<file path="src/rtl/push_btn_array_pkg.sv">
// Shared opcode and state definitions for the multi-channel push-button controller.
// Imported by push_btn_array and push_btn_array_debounce.
package push_btn_array_pkg;

  localparam logic [3:0] PushBtnArray_NOP   = 4'h0;
  localparam logic [3:0] PushBtnArray_RDBS  = 4'h1;
  localparam logic [3:0] PushBtnArray_RDCH  = 4'h2;
  localparam logic [3:0] PushBtnArray_CLR   = 4'h3;
  localparam logic [3:0] PushBtnArray_MASK  = 4'h4;
  localparam logic [3:0] PushBtnArray_RDCNT = 4'h5;

  typedef enum logic [1:0] {
    PushBtnArray_State_Reset = 2'd0,
    PushBtnArray_State_Ready = 2'd1,
    PushBtnArray_State_Error = 2'd2
  } state_t;

  // A channel selector is only legal when it addresses an existing button.
  function automatic logic chan_valid(input logic [2:0] c, input int n);
    return int'(c) < n;
  endfunction

endpackage

</file>
<file path="src/rtl/push_btn_array_if.sv">
// Instruction bus and button/result signals of the push-button controller.
// The master side issues instructions and drives the raw buttons; the slave is the controller.
interface push_btn_array_if #(
  parameter int Channels = 4
);
  logic [11:0]         inst;
  logic                inst_en;
  logic [Channels-1:0] buttons;
  logic [Channels-1:0] button_status;
  logic [7:0]          press_count;

  modport master (
    output inst, inst_en, buttons,
    input  button_status, press_count
  );

  modport slave (
    input  inst, inst_en, buttons,
    output button_status, press_count
  );
endinterface

</file>
<file path="src/rtl/push_btn_array_debounce.sv">
// One-channel debouncer: 2-flop synchroniser, stability counter, stable level and a
// single-cycle press pulse on every accepted 0->1 transition.
module push_btn_array_debounce #(
  parameter int Wait = 40000,
  parameter int Size = 16
) (
  input  logic clock,
  input  logic reset,
  input  logic btn,
  output logic pressed
);

  logic            sync_p0;
  logic            sync_p1;
  logic            level;
  logic [Size-1:0] cnt;

  always_ff @(posedge clock) begin
    if (!reset) begin
      sync_p0 <= 1'b0;
      sync_p1 <= 1'b0;
      level   <= 1'b0;
      cnt     <= '0;
      pressed <= 1'b0;
    end else begin
      sync_p0 <= btn;
      sync_p1 <= sync_p0;
      pressed <= 1'b0;
      // Any sample that agrees with the stable level restarts the stability window.
      if (sync_p1 != level) begin
        if (cnt == Size'(Wait - 1)) begin
          level   <= sync_p1;
          cnt     <= '0;
          pressed <= sync_p1;
        end else begin
          cnt <= cnt + 1'b1;
        end
      end else begin
        cnt <= '0;
      end
    end
  end

endmodule

</file>
<file path="src/rtl/push_btn_array.sv">
// Multi-channel push-button controller answering 12-bit read/clear/mask instructions.
// Optional per-channel press counters and the RDCNT opcode: define PUSHBTNARRAY_COUNT_EN.
module push_btn_array
  import push_btn_array_pkg::*;
#(
  parameter int Channels     = 4,
  parameter int DebounceWait = 40000,
  parameter int DebounceSize = 16
) (
  input  logic clock,
  input  logic reset,
  push_btn_array_if.slave bus
);

  state_t              state;
  logic [Channels-1:0] pressed;
  logic [Channels-1:0] int_status;
  logic [Channels-1:0] button_status;
  logic [Channels-1:0] mask;
  logic [Channels-1:0] sel;
  logic [Channels-1:0] pm;
  logic [Channels-1:0] m_op;
  logic [3:0]          op_eff;
  logic [2:0]          chan;
  logic                chan_ok;
  logic                op_ok;
  logic                go_err;

  for (genvar i = 0; i < Channels; i++) begin : g_db
    push_btn_array_debounce #(
      .Wait (DebounceWait),
      .Size (DebounceSize)
    ) u_db (
      .clock   (clock),
      .reset   (reset),
      .btn     (bus.buttons[i]),
      .pressed (pressed[i])
    );
  end

  always_comb begin
    op_eff  = bus.inst_en ? bus.inst[11:8] : PushBtnArray_NOP;
    chan    = bus.inst[2:0];
    chan_ok = chan_valid(chan, Channels);
    m_op    = bus.inst[Channels-1:0];
    pm      = pressed & mask;
    sel     = '0;
    for (int i = 0; i < Channels; i++) begin
      if (chan == 3'(i)) sel[i] = 1'b1;
    end
    op_ok = 1'b0;
    case (op_eff)
      PushBtnArray_NOP, PushBtnArray_RDBS,
      PushBtnArray_CLR, PushBtnArray_MASK: op_ok = 1'b1;
      PushBtnArray_RDCH:                   op_ok = chan_ok;
`ifdef PUSHBTNARRAY_COUNT_EN
      PushBtnArray_RDCNT:                  op_ok = chan_ok;
`endif
      default:                             op_ok = 1'b0;
    endcase
    go_err = (state == PushBtnArray_State_Ready) && !op_ok;
  end

  always_ff @(posedge clock) begin
    if (!reset) begin
      state         <= PushBtnArray_State_Reset;
      int_status    <= '0;
      button_status <= '0;
      mask          <= '1;
    end else begin
      case (state)
        PushBtnArray_State_Reset: state <= PushBtnArray_State_Ready;
        PushBtnArray_State_Ready: begin
          if (go_err) begin
            state         <= PushBtnArray_State_Error;
            int_status    <= '0;
            button_status <= '0;
          end else begin
            case (op_eff)
              PushBtnArray_RDBS: begin
                button_status <= int_status;
                int_status    <= pm;
              end
              // Only the selected channel is consumed; the rest keep accumulating.
              PushBtnArray_RDCH: begin
                button_status <= int_status & sel;
                int_status    <= (int_status & ~sel) | pm;
              end
              PushBtnArray_CLR: begin
                button_status <= '0;
                int_status    <= pm;
              end
              PushBtnArray_MASK: begin
                mask       <= m_op;
                int_status <= (int_status | pressed) & m_op;
              end
              default: int_status <= int_status | pm;
            endcase
          end
        end
        PushBtnArray_State_Error: begin
          int_status    <= '0;
          button_status <= '0;
        end
        default: state <= PushBtnArray_State_Error;
      endcase
    end
  end

  assign bus.button_status = button_status;

`ifdef PUSHBTNARRAY_COUNT_EN
  logic [7:0]          cnt [Channels];
  logic [7:0]          cnt_sel;
  logic [7:0]          press_count;
  logic [Channels-1:0] cnt_inc;

  always_comb begin
    // A MASK instruction already applies its new mask to presses in the same cycle.
    cnt_inc = pressed & ((op_eff == PushBtnArray_MASK) ? m_op : mask);
    cnt_sel = 8'h00;
    for (int i = 0; i < Channels; i++) begin
      if (sel[i]) cnt_sel = cnt[i];
    end
  end

  always_ff @(posedge clock) begin
    if (!reset) begin
      for (int i = 0; i < Channels; i++) cnt[i] <= 8'h00;
      press_count <= 8'h00;
    end else if (state == PushBtnArray_State_Error || go_err) begin
      press_count <= 8'h00;
    end else if (state == PushBtnArray_State_Ready) begin
      for (int i = 0; i < Channels; i++) begin
        if (op_eff == PushBtnArray_CLR) begin
          cnt[i] <= 8'h00;
        end else if (op_eff == PushBtnArray_RDCNT && sel[i]) begin
          cnt[i] <= {7'b0, cnt_inc[i]};
        end else if (cnt_inc[i] && cnt[i] != 8'hFF) begin
          cnt[i] <= cnt[i] + 8'h01;
        end
      end
      if (op_eff == PushBtnArray_RDCNT) press_count <= cnt_sel;
    end
  end

  assign bus.press_count = press_count;
`else
  assign bus.press_count = 8'h00;
`endif

endmodule

</file>
<file path="src/flat_wrapper.sv">
// flat-port wrapper written by rule: the top's interface ports become plain ports
module push_btn_array_flat import push_btn_array_pkg::*;
#(
  parameter int Channels     = 4,
  parameter int DebounceWait = 40000,
  parameter int DebounceSize = 16
)
  (clock, reset, bus_inst, bus_inst_en, bus_buttons, bus_button_status, bus_press_count);
  push_btn_array_if #(.Channels(Channels)) bus_i ();
  input  logic clock;
  input  logic reset;
  input wire logic [$bits(bus_i.inst)-1:0] bus_inst;
  input wire logic [$bits(bus_i.inst_en)-1:0] bus_inst_en;
  input wire logic [$bits(bus_i.buttons)-1:0] bus_buttons;
  output wire logic [$bits(bus_i.button_status)-1:0] bus_button_status;
  output wire logic [$bits(bus_i.press_count)-1:0] bus_press_count;
  assign bus_i.inst = bus_inst;
  assign bus_i.inst_en = bus_inst_en;
  assign bus_i.buttons = bus_buttons;
  assign bus_button_status = bus_i.button_status;
  assign bus_press_count = bus_i.press_count;
  push_btn_array #(.Channels(Channels), .DebounceWait(DebounceWait), .DebounceSize(DebounceSize)) u_core (.clock(clock), .reset(reset), .bus(bus_i));
endmodule
</file>
<file path="config.mk">
export PLATFORM = sky130hd
export DESIGN_NAME = push_btn_array_flat
export DESIGN_NICKNAME = d
export VERILOG_FILES = /design/src/rtl/push_btn_array_pkg.sv /design/src/rtl/push_btn_array_if.sv /design/src/rtl/push_btn_array_debounce.sv /design/src/rtl/push_btn_array.sv /design/src/flat_wrapper.sv
export SDC_FILE = /design/constraint.sdc
export NUM_CORES = 1
export LEC_CHECK = 0
export ABC_CLOCK_PERIOD_IN_PS = 2000
export BUFFER_PORTS_ARGS = -buffer_cell sky130_fd_sc_hd__buf_2
export CAP_MARGIN = 40
export CORE_MARGIN = 1.5
export CORE_UTILIZATION = 47
export DETAILED_ROUTE_END_ITERATION = 12
export GPL_TIMING_DRIVEN = 0
export HOLD_SLACK_MARGIN = 0.03
export SLEW_MARGIN = 20
export SYNTH_ARGS = -nofsm -noshare
export SYNTH_HDL_FRONTEND = slang
export SYNTH_SLANG_ARGS = --single-unit
</file>
<file path="constraint.sdc">
create_clock -name clock -period 2 [get_ports clock]
set_input_delay 0.3 -clock clock [delete_from_list [all_inputs] [get_ports clock]]
set_output_delay 0.3 -clock clock [all_outputs]
set_load 0.02 [all_outputs]
</file>
* After elaboration in Yosys (flattened, before gate mapping)
Cells that the tools add are included.
** Word-level totals
- Register bits :: 94
- Input bits :: 19
- Output and inout port bits :: 12
- Word-level logic and storage cells :: 100
** Cells by class
- $add $sub $neg :: 4
- Magnitude comparators :: 1
- Equal/unequal tests :: 19
- Mux-type cells :: 14
- Bitwise gates (word level) :: 15
- Reductions and logical operators :: 23
** Operator list (count)
- $add 16x1->16 const B :: 4
- $eq 16x16->1 const B :: 4
- $pmux 4 s3 :: 2
- $and 4x4->4 :: 4
- $pmux 4 s2 :: 2
- $reduce_and 3->1 :: 5
- $mux 4 :: 3
- $or 4x4->4 :: 3
- $reduce_and 2->1 :: 6
- $reduce_or 3->1 :: 4
- $eq 4x2->1 const B :: 2
- $not 1->1 :: 7
- $eq 3x2->1 const B :: 2
- $pmux 2 s3 :: 1
- $ne 5x4->1 const B :: 1
- $eq 4x1->1 const B :: 1
- $eq 4x3->1 const B :: 1
- $logic_not 4->1 :: 1
- $mux 1 :: 4
- $ne 1x1->1 :: 4
- $not 4->4 :: 1
- $reduce_or 4->1 :: 1
- $eq 3x1->1 const B :: 1
- $logic_not 3->1 :: 1
- other kinds (11) :: 11

* Depth between registers and ports, before layout
Gate-level depths: netlist (run 1).
- Depth after elaboration :: 8
- Gate-level depth with buffers :: 8
- Depth with buffers taken out :: 7

* Hierarchy
A second synthesis (run 1) with hierarchy kept.
** Second synthesis, totals
- Cells, all modules :: 473
- Area total of the unflattened synthesis :: 4570.6 um^2
** Modules (own cells, without submodules)
- push_btn_array_debounce :: times used 4, cells an instance 89, area each 908.4 um^2, sequential area each 400.4 um^2
- push_btn_array :: times used 1, cells an instance 117, area each 937.1 um^2, sequential area each 280.3 um^2

* Worst setup path before layout (run 1)
OpenSTA, ideal clock, no wires.
- Kind :: flip-flop to flip-flop
- Start point :: register u_core.state[1]
- End point :: register u_core.button_status[0], in the netlist u_core.bus.button_status[0]
- Library setup time :: 69 ps
- Arrival time :: 1623 ps
- Data required time :: 1931 ps
- Slack :: 308 ps
- Stages on the path, launching flop included :: 8
- Buffers on the path :: 1
- Period minus slack after synthesis :: 1692 ps
- Cell sequence :: dfxtp_1 > inv_1 > ha_1 > clkbuf_1 > a311oi_2 > nand2_1 > or3b_1 > o21ai_1
** Between the ends
- Cells in the longest elaborated chain, start to end :: 4
- Elaborated cells between the ends (all ways) :: 8
- Classes of those cells :: 3 x eq/ne; 2 x mux; 3 x reduce/logical
** Ends and longest elaborated chain
- start, declared :: line push_btn_array.sv:15 : state_t state;
- start signal, assigned :: line push_btn_array.sv:66 : state <= PushBtnArray_State_Reset;
- start signal, assigned :: line push_btn_array.sv:72 : PushBtnArray_State_Reset: state <= PushBtnArray_State_Ready;
- start signal, assigned :: line push_btn_array.sv:75 : state <= PushBtnArray_State_Error;
- $eq 2x1->1 :: line push_btn_array.sv:61, push_btn_array.sv:71
- $logic_and 1x1->1 :: line push_btn_array.sv:61 : go_err = (state == PushBtnArray_State_Ready) && !op_ok;
- $ne 5x4->1 (no source line) or $mux 4 (tied branches)
- $reduce_and 2->1 (no source line) or $pmux 4 s2 (tied branches)
- end signal, assigned :: line push_btn_array.sv:81 : button_status <= int_status;
- end signal, assigned :: line push_btn_array.sv:86 : button_status <= int_status & sel;
- end, declared :: line push_btn_array.sv:18 : logic [Channels-1:0] button_status;
Several ways; a longest one is shown, not always the timed one.
A chain may end at the register's enable or synchronous reset.

* Final worst setup path (run 1)
- Start point :: register u_core.state[1]
- End point :: register u_core.button_status[3], in the netlist u_core.bus.button_status[3]
Same word-level chain as after synthesis.

==> results by group, run 1 <==
Cells and area
  – FF/Latch Area: 1880 µm²
  – Nets@finish: 525
  – Fin util: 0.547
  – Filler cells: 793
  – Multi-input gate area: 2110 µm²
  – Most common cell after layout, fill and taps aside: dfxtp_1
  – Share of cells above drive strength 1: 0.117
  – Most frequent cells in the layout: dfxtp_1, nor2_1, xor2_1
  – Layout Area Growth over Synthesis: 11.4%
  – Antenna Cells: 0

Detailed routing
  – Wire length per cell: 12.0 µm
  – DRT Pass-1 Iters: 4
  – WL final: 7300 µm
  – DR iter-0 viols: 93
  – Routed vias/inst: 5.12
  – Residual DRC count: 0
  – DRT antenna net count: 0
  – Vias: 3110

GRT
  – Grt ovf: 0
  – Number of global-route vias before repair: 2775
  – GR Util All Layers: 0.170
  – First-pass GRT wire length: 12300 µm
  – Largest net degree at the start of global routing: 15
  – Antenna violations before repair: 0

Pwr
  – LEAKAGE: 1.68 nW
  – Worst vdd ir: 423 µV
  – Power per cell area: 778 nW/µm²

Floorplanning
  – Die W: 96.3 µm
  – Core area: 8340 µm²
  – Io pins: 31
  – Die area: 9280 µm²
  – # rows: 33
  – Die Y: 96.3 µm
  – Starting density of the core: 0.491

Status
  – Outcome: finished, final reports clean

STA
  – Peak Freq: 533 MHz
  – Final Hold Fails: 0
  – Final number of setup-violating endpoints: 0
  – Worst rel slew slack: 0.629
  – RSZ-0062 raised after global routing: yes
  – Final worst slack: 0.124 ns
  – Slew Limit Fails: 0
  – Final Skew: 0.00644 ns
  – Min Tclk post-route: 1.88 ns
  – Final period util: 0.938
  – Least-Margin Pin Slew: 0.554 ns
  – Worst hold slack: 0.147 ns

Clock tree
  – CTS tree: built
  – Worst-path clk slew: 0.09 ns
  – Hold buffer count at CTS: 0
  – CTS Buffer Depth: 2
  – CTS sink cnt: 94
  – Skew-Pair Late Insertion Delay: 0.35 ns
  – H-tree levels: 3
  – CTS Root Cell: clkbuf_8
  – CTS Buf Count: 9

Setup path
  – Crit Reg-Reg Endpoint: u_core.bus.button_status[3]$_SDFFE_PN0P_
  – Crit-path leading delay family: simple AND/OR/NAND/NOR gates
  – Worst R2R Path Depth: 7
  – Worst Path Required: 2.29 ns
  – RR Startpoint: u_core.state[1]$_SDFFE_PN0P_
  – Startpoint types: flop
  – Reg2reg setup slack: 0.12 ns
  – Arrival @ worst endpoint: 2.16 ns
  – Endpoint class of the critical path: flop
  – Worst setup path endpoint: u_core.bus.button_status[3]$_SDFFE_PN0P_
  – Worst path bufs/invs: 2
  – Setup CP Type: flop to flop
  – Critical-path maximum fanout: 9
  – Max incr delay on CP: 0.41 ns
  – Critical path's slowest cell: or3b_1
  – Critical path, cell by cell: inv_1, ha_1, clkbuf_1, a311oi_2, nand2_1, or3b_1, o21ai_1
  – CP startpoint: u_core.state[1]$_SDFFE_PN0P_
  – Critical path depth: 7

Logic synthesis
  – Synth unique cells: 48
  – Sequential cell area fraction in the yosys report: 0.460
  – Cell count after synthesis: 461
  – Post-synth ARST share: 0
  – Primary FF master, synth: dfxtp_1
  – Mapped Avg Cell Area: 8.88 µm²
  – Post-synth EDFFs: 0
  – Synth warnings: 0
  – Synth Register Bits: 94
  – Synthesized area: 4100 µm²

Placed design
  – DPL Wire Length: 5210 µm
  – I/O Buffers: 18
  – GP Congestion: 0.842
  – Dpl ws: 0.0856 ns

Hold path
  – HP Class: input port to flop

Run
  – Max Cap Viol: 0
==> registers in the layout (all words and copies together), names as in the netlist <==
register	flops
u_core.g_db.u_db.sync_p0	4
u_core.g_db.u_db.pressed	4
u_core.state	2
u_core.mask	4
u_core.g_db.u_db.cnt	64
u_core.int_status	4
u_core.bus.button_status	4
u_core.g_db.u_db.level	4
u_core.g_db.u_db.sync_p1	4
==> cell type report <==
class,count,share of cell area
well taps,105,0.0288
multi-input cells,345,0.463
inverters,12,0.00988
flip-flops and latches,94,0.413
repair buffers,20,0.0230
plain buffers,17,0.0230
clock buffers,11,0.0288
clock inverters,4,0.0107
==> how the worst min path moves through the flow <==
| stage | cells past startpoint | from | slack, ns | end |
|---|---|---|---|---|
| finish | 2 | bus_buttons[2] | 0.15 | u_core.g_db[2].u_db.sync_p0$_SDFF_PN0_ |
| global route | 2 | bus_buttons[2] | 0.14 | u_core.g_db[2].u_db.sync_p0$_SDFF_PN0_ |
| global placement | 1 | u_core.g_db[0].u_db.sync_p0$_SDFF_PN0_ | 0.42 | u_core.g_db[0].u_db.sync_p1$_SDFF_PN0_ |
| CTS | 2 | bus_buttons[2] | 0.12 | u_core.g_db[2].u_db.sync_p0$_SDFF_PN0_ |
| floorplan | 1 | u_core.g_db[0].u_db.sync_p0$_SDFF_PN0_ | 0.41 | u_core.g_db[0].u_db.sync_p1$_SDFF_PN0_ |
| detailed placement | 1 | u_core.g_db[2].u_db.sync_p0$_SDFF_PN0_ | 0.42 | u_core.g_db[2].u_db.sync_p1$_SDFF_PN0_ |
==> routing by layer <==
metal  track usage  vias up  share of wire
li1              -     1635              -
met1         0.229     1407           0.51
met2         0.264       60           0.43
met3        0.0482        8          0.045
met4        0.0531        0          0.012
met5             0        -              0
==> repair_timing <==
action                                  CTS  global route
endpoints found under the setup margin    0            46
setup buffers                             0             2
resized for setup                         0             4
==> per-stage QoR <==
stage | setup TNS, ns | cell area (µm²) | cells | power, mW
after CTS | 0 | 4520 | 606 | 3.60
after floorplan | 0 | 4120 | 468 | 2.28
after global routing | -0.0930 | 4560 | 608 | 3.73
final | 0 | 4560 | 608 | 3.55
after detailed placement | 0 | 4340 | 591 | 2.39
after global placement | 0 | 4340 | 591 | 2.38
==> kinds of logic after synthesis <==
group | after synthesis | synth area share
other | 1 | 0.000916
XOR/XNOR | 60 | 0.128
AND/OR/NAND/NOR | 225 | 0.270
adder cells (fa/ha/maj) | 7 | 0.0214
flip-flops | 94 | 0.460
multiplexers | 7 | 0.0171
AO/OA/AOI/OAI | 38 | 0.0660
buffers and inverters | 29 | 0.0367
==> report_power, final <==
part | internal (mW) | switching (mW) | total [mW]
clock network | 0.571 | 0.625 | 1.20
registers | 1.90 | 0.0230 | 1.93
logic | 0.163 | 0.264 | 0.427
total | 2.64 | 0.912 | 3.55
==> synthesized netlist by cell type, types with 2 or more instances <==
cell	number	share of area
nand3_1	36	0.044
and3_1	14	0.021
and2_1	11	0.017
a21oi_1	7	0.0086
nand2b_1	2	0.0031
dfxtp_1	94	0.46
a221oi_1	4	0.0086
buf_2	3	0.0037
a32o_2	3	0.0082
o21ai_1	7	0.0086
inv_2	2	0.0018
nor2_1	81	0.074
ha_1	7	0.021
nand2_1	33	0.030
buf_4	10	0.018
xor2_1	36	0.077
clkbuf_1	4	0.0037
nor3_1	18	0.022
nand4_1	13	0.020
xnor2_1	24	0.051
inv_1	9	0.0082
o21ai_0	6	0.0073
nor4b_1	5	0.011
and4_1	2	0.0043
mux2i_1	7	0.017
Power figures use the tool's default switching activity.
==> run 2, diff against run 1 <==
--- a/config.mk
+++ b/config.mk
@@ -9,10 +9,11 @@
 export BUFFER_PORTS_ARGS = -buffer_cell sky130_fd_sc_hd__buf_2
 export CAP_MARGIN = 40
 export CORE_MARGIN = 1.5
-export CORE_UTILIZATION = 47
+export CORE_UTILIZATION = 45
 export DETAILED_ROUTE_END_ITERATION = 12
 export GPL_TIMING_DRIVEN = 0
 export HOLD_SLACK_MARGIN = 0.03
+export PLACE_DENSITY = 0.75
 export SLEW_MARGIN = 20
 export SYNTH_ARGS = -nofsm -noshare
 export SYNTH_HDL_FRONTEND = slang
==> run 2 against run 1 <==
Maximum frequency about the same; utilization shrank 2.1 points; critical path type unchanged; routed wire length grew 2.1%; non-clock buffer count rose by 3; clock skew up 0.0078 ns; global-route usage shrank 1.1 points; cell count rose by 1.2%; hold slack got worse by 0.0012 ns; cell area increased by 1.0%; largest power group unchanged; sequential power about the same; power is 2.3% higher.
==> results by group, run 2 (synthesized netlist as in run 1, its figures left out) <==
Floorplanning
  – Io pins: 31
  – Core area: 8760 µm²
  – Die W: 98.4 µm
  – Die area: 9680 µm²
  – Starting density of the core: 0.467
  – Die Y: 98.4 µm
  – # rows: 34

Placed design
  – Dpl ws: 0.0936 ns
  – GP Congestion: 0.897
  – I/O Buffers: 18
  – DPL Wire Length: 5320 µm
  – Area after DPL: 4350 µm²

Clock tree
  – CTS tree: built
  – CTS Buffer Depth: 2
  – CTS Root Cell: clkbuf_8
  – Skew-Pair Late Insertion Delay: 0.36 ns
  – Worst-path clk slew: 0.08 ns
  – H-tree levels: 3
  – Hold buffer count at CTS: 0
  – CTS sink cnt: 94
  – CTS Buf Count: 9

Run
  – Max Cap Viol: 0

Detailed routing
  – WL final: 7460 µm
  – DRT antenna net count: 0
  – Routed vias/inst: 5.20
  – DR iter-0 viols: 138
  – Wire length per cell: 12.1 µm
  – DRT Pass-1 Iters: 5
  – Residual DRC count: 0
  – Vias: 3199

STA
  – Final number of setup-violating endpoints: 0
  – Final Hold Fails: 0
  – Final worst slack: 0.125 ns
  – Slew Limit Fails: 0
  – Setup TNS Final: 0 ns
  – Peak Freq: 533 MHz
  – Min Tclk post-route: 1.87 ns
  – Final period util: 0.937
  – Final Skew: 0.0142 ns
  – Worst rel slew slack: 0.623
  – Least-Margin Pin Slew: 0.563 ns
  – Worst hold slack: 0.146 ns

GRT
  – Grt ovf: 0
  – GR Util All Layers: 0.160
  – Antenna violations before repair: 0
  – First-pass GRT wire length: 12900 µm
  – Number of global-route vias before repair: 3050
  – Largest net degree at the start of global routing: 15

Setup path
  – Startpoint types: flop
  – Critical-path maximum fanout: 9
  – Setup CP Type: flop to flop
  – Arrival @ worst endpoint: 2.17 ns
  – Endpoint class of the critical path: flop
  – Critical path, cell by cell: inv_1, ha_1, clkbuf_1, a311oi_2, nand2_1, or3b_1, o21ai_1
  – Worst Path Required: 2.29 ns
  – Max incr delay on CP: 0.41 ns
  – Critical path's slowest cell: or3b_1

Pwr
  – Power per cell area: 788 nW/µm²
  – LEAKAGE: 1.70 nW
  – Worst vdd ir: 416 µV

Cells and area
  – Most common cell after layout, fill and taps aside: dfxtp_1
  – Share of cells above drive strength 1: 0.124
  – Layout Area Growth over Synthesis: 12.5%
  – Most frequent cells in the layout: dfxtp_1, nor2_1, xor2_1
  – Max FFs per register: 64
  – Filler cells: 794
  – Fin util: 0.526
  – Antenna Cells: 0
  – Largest Register: u_core.g_db.u_db.cnt
  – Nets@finish: 528
  – Post-route cell area: 4610 µm²

Status
  – Outcome: finished, final reports clean

Hold path
  – HP Class: input port to flop
-- run 2: changes by cell type in the layout (fill, tap and decap cells not counted), sizes merged --
| cell | previous run | this run |
|---|---|---|
| buf | 33 | 36 |
| clkbuf | 15 | 17 |
| clkinv | 4 | 2 |
| clkinvlp | 0 | 1 |
-- run 2: final cells by class --
type / instances / area [µm²] / share of cell area
multi-input combinational: 345 / 2110 / 0.458
inverter: 12 / 45.0 / 0.00977
buffer: 17 / 105 / 0.0228
clock inverter: 3 / 42.5 / 0.00923
timing repair buffer: 23 / 128 / 0.0277
clock buffer: 13 / 159 / 0.0345
sequential: 94 / 1880 / 0.408
tap: 108 / 135 / 0.0293
-- run 2: metrics by stage --
step	instances	power, mW
floorplan	468	2.28
global placement	594	2.37
detailed placement	594	2.39
CTS	610	3.65
global route	615	3.81
finish	615	3.63
-- run 2: path summary, 6_finish.rpt --
kind                            slack (ns)                                    from  depth (start not counted)                                       end
worst max-delay path                  0.13            u_core.state[1]$_SDFFE_PN0P_                          7  u_core.bus.button_status[0]$_SDFFE_PN0P_
worst min-delay path                  0.15                          bus_buttons[2]                          2    u_core.g_db[2].u_db.sync_p0$_SDFF_PN0_
worst max register to register        0.13            u_core.state[1]$_SDFFE_PN0P_                          7  u_core.bus.button_status[0]$_SDFFE_PN0P_
worst min register to register        0.44  u_core.g_db[1].u_db.sync_p0$_SDFF_PN0_                          1    u_core.g_db[1].u_db.sync_p1$_SDFF_PN0_
-- run 2: what timing repair did --
| action | 4_1_cts | 5_1_grt |
|---|---|---|
| gates resized for setup | 0 | 4 |
| endpoints found under the setup margin | 0 | 39 |
| setup buffers | 0 | 5 |
-- run 2: per-layer routing --
| layer | routed length [µm] | GRT usage | vias to the layer above |
|---|---|---|---|
| li1 | - | - | 1644 |
| met1 | 3490 | 0.197 | 1473 |
| met2 | 3440 | 0.260 | 76 |
| met3 | 403 | 0.0437 | 6 |
| met4 | 113 | 0.0715 | 0 |
| met5 | 0 | 0 | - |
-- run 2: worst max-delay path, delay by kind of cell, from the launching register on --
kind	cells	cell delay, ns
AOI/OAI and AO/OA	2	0.51
and+or+nand+nor	2	0.51
DFF	1	0.34
buffers and inverters	2	0.29
adders and majority gates	1	0.17
-- run 2: where the power goes --
group / internal [mW] / switching, mW
logic: 0.165 / 0.271
clock network: 0.646 / 0.623
registers: 1.90 / 0.0231
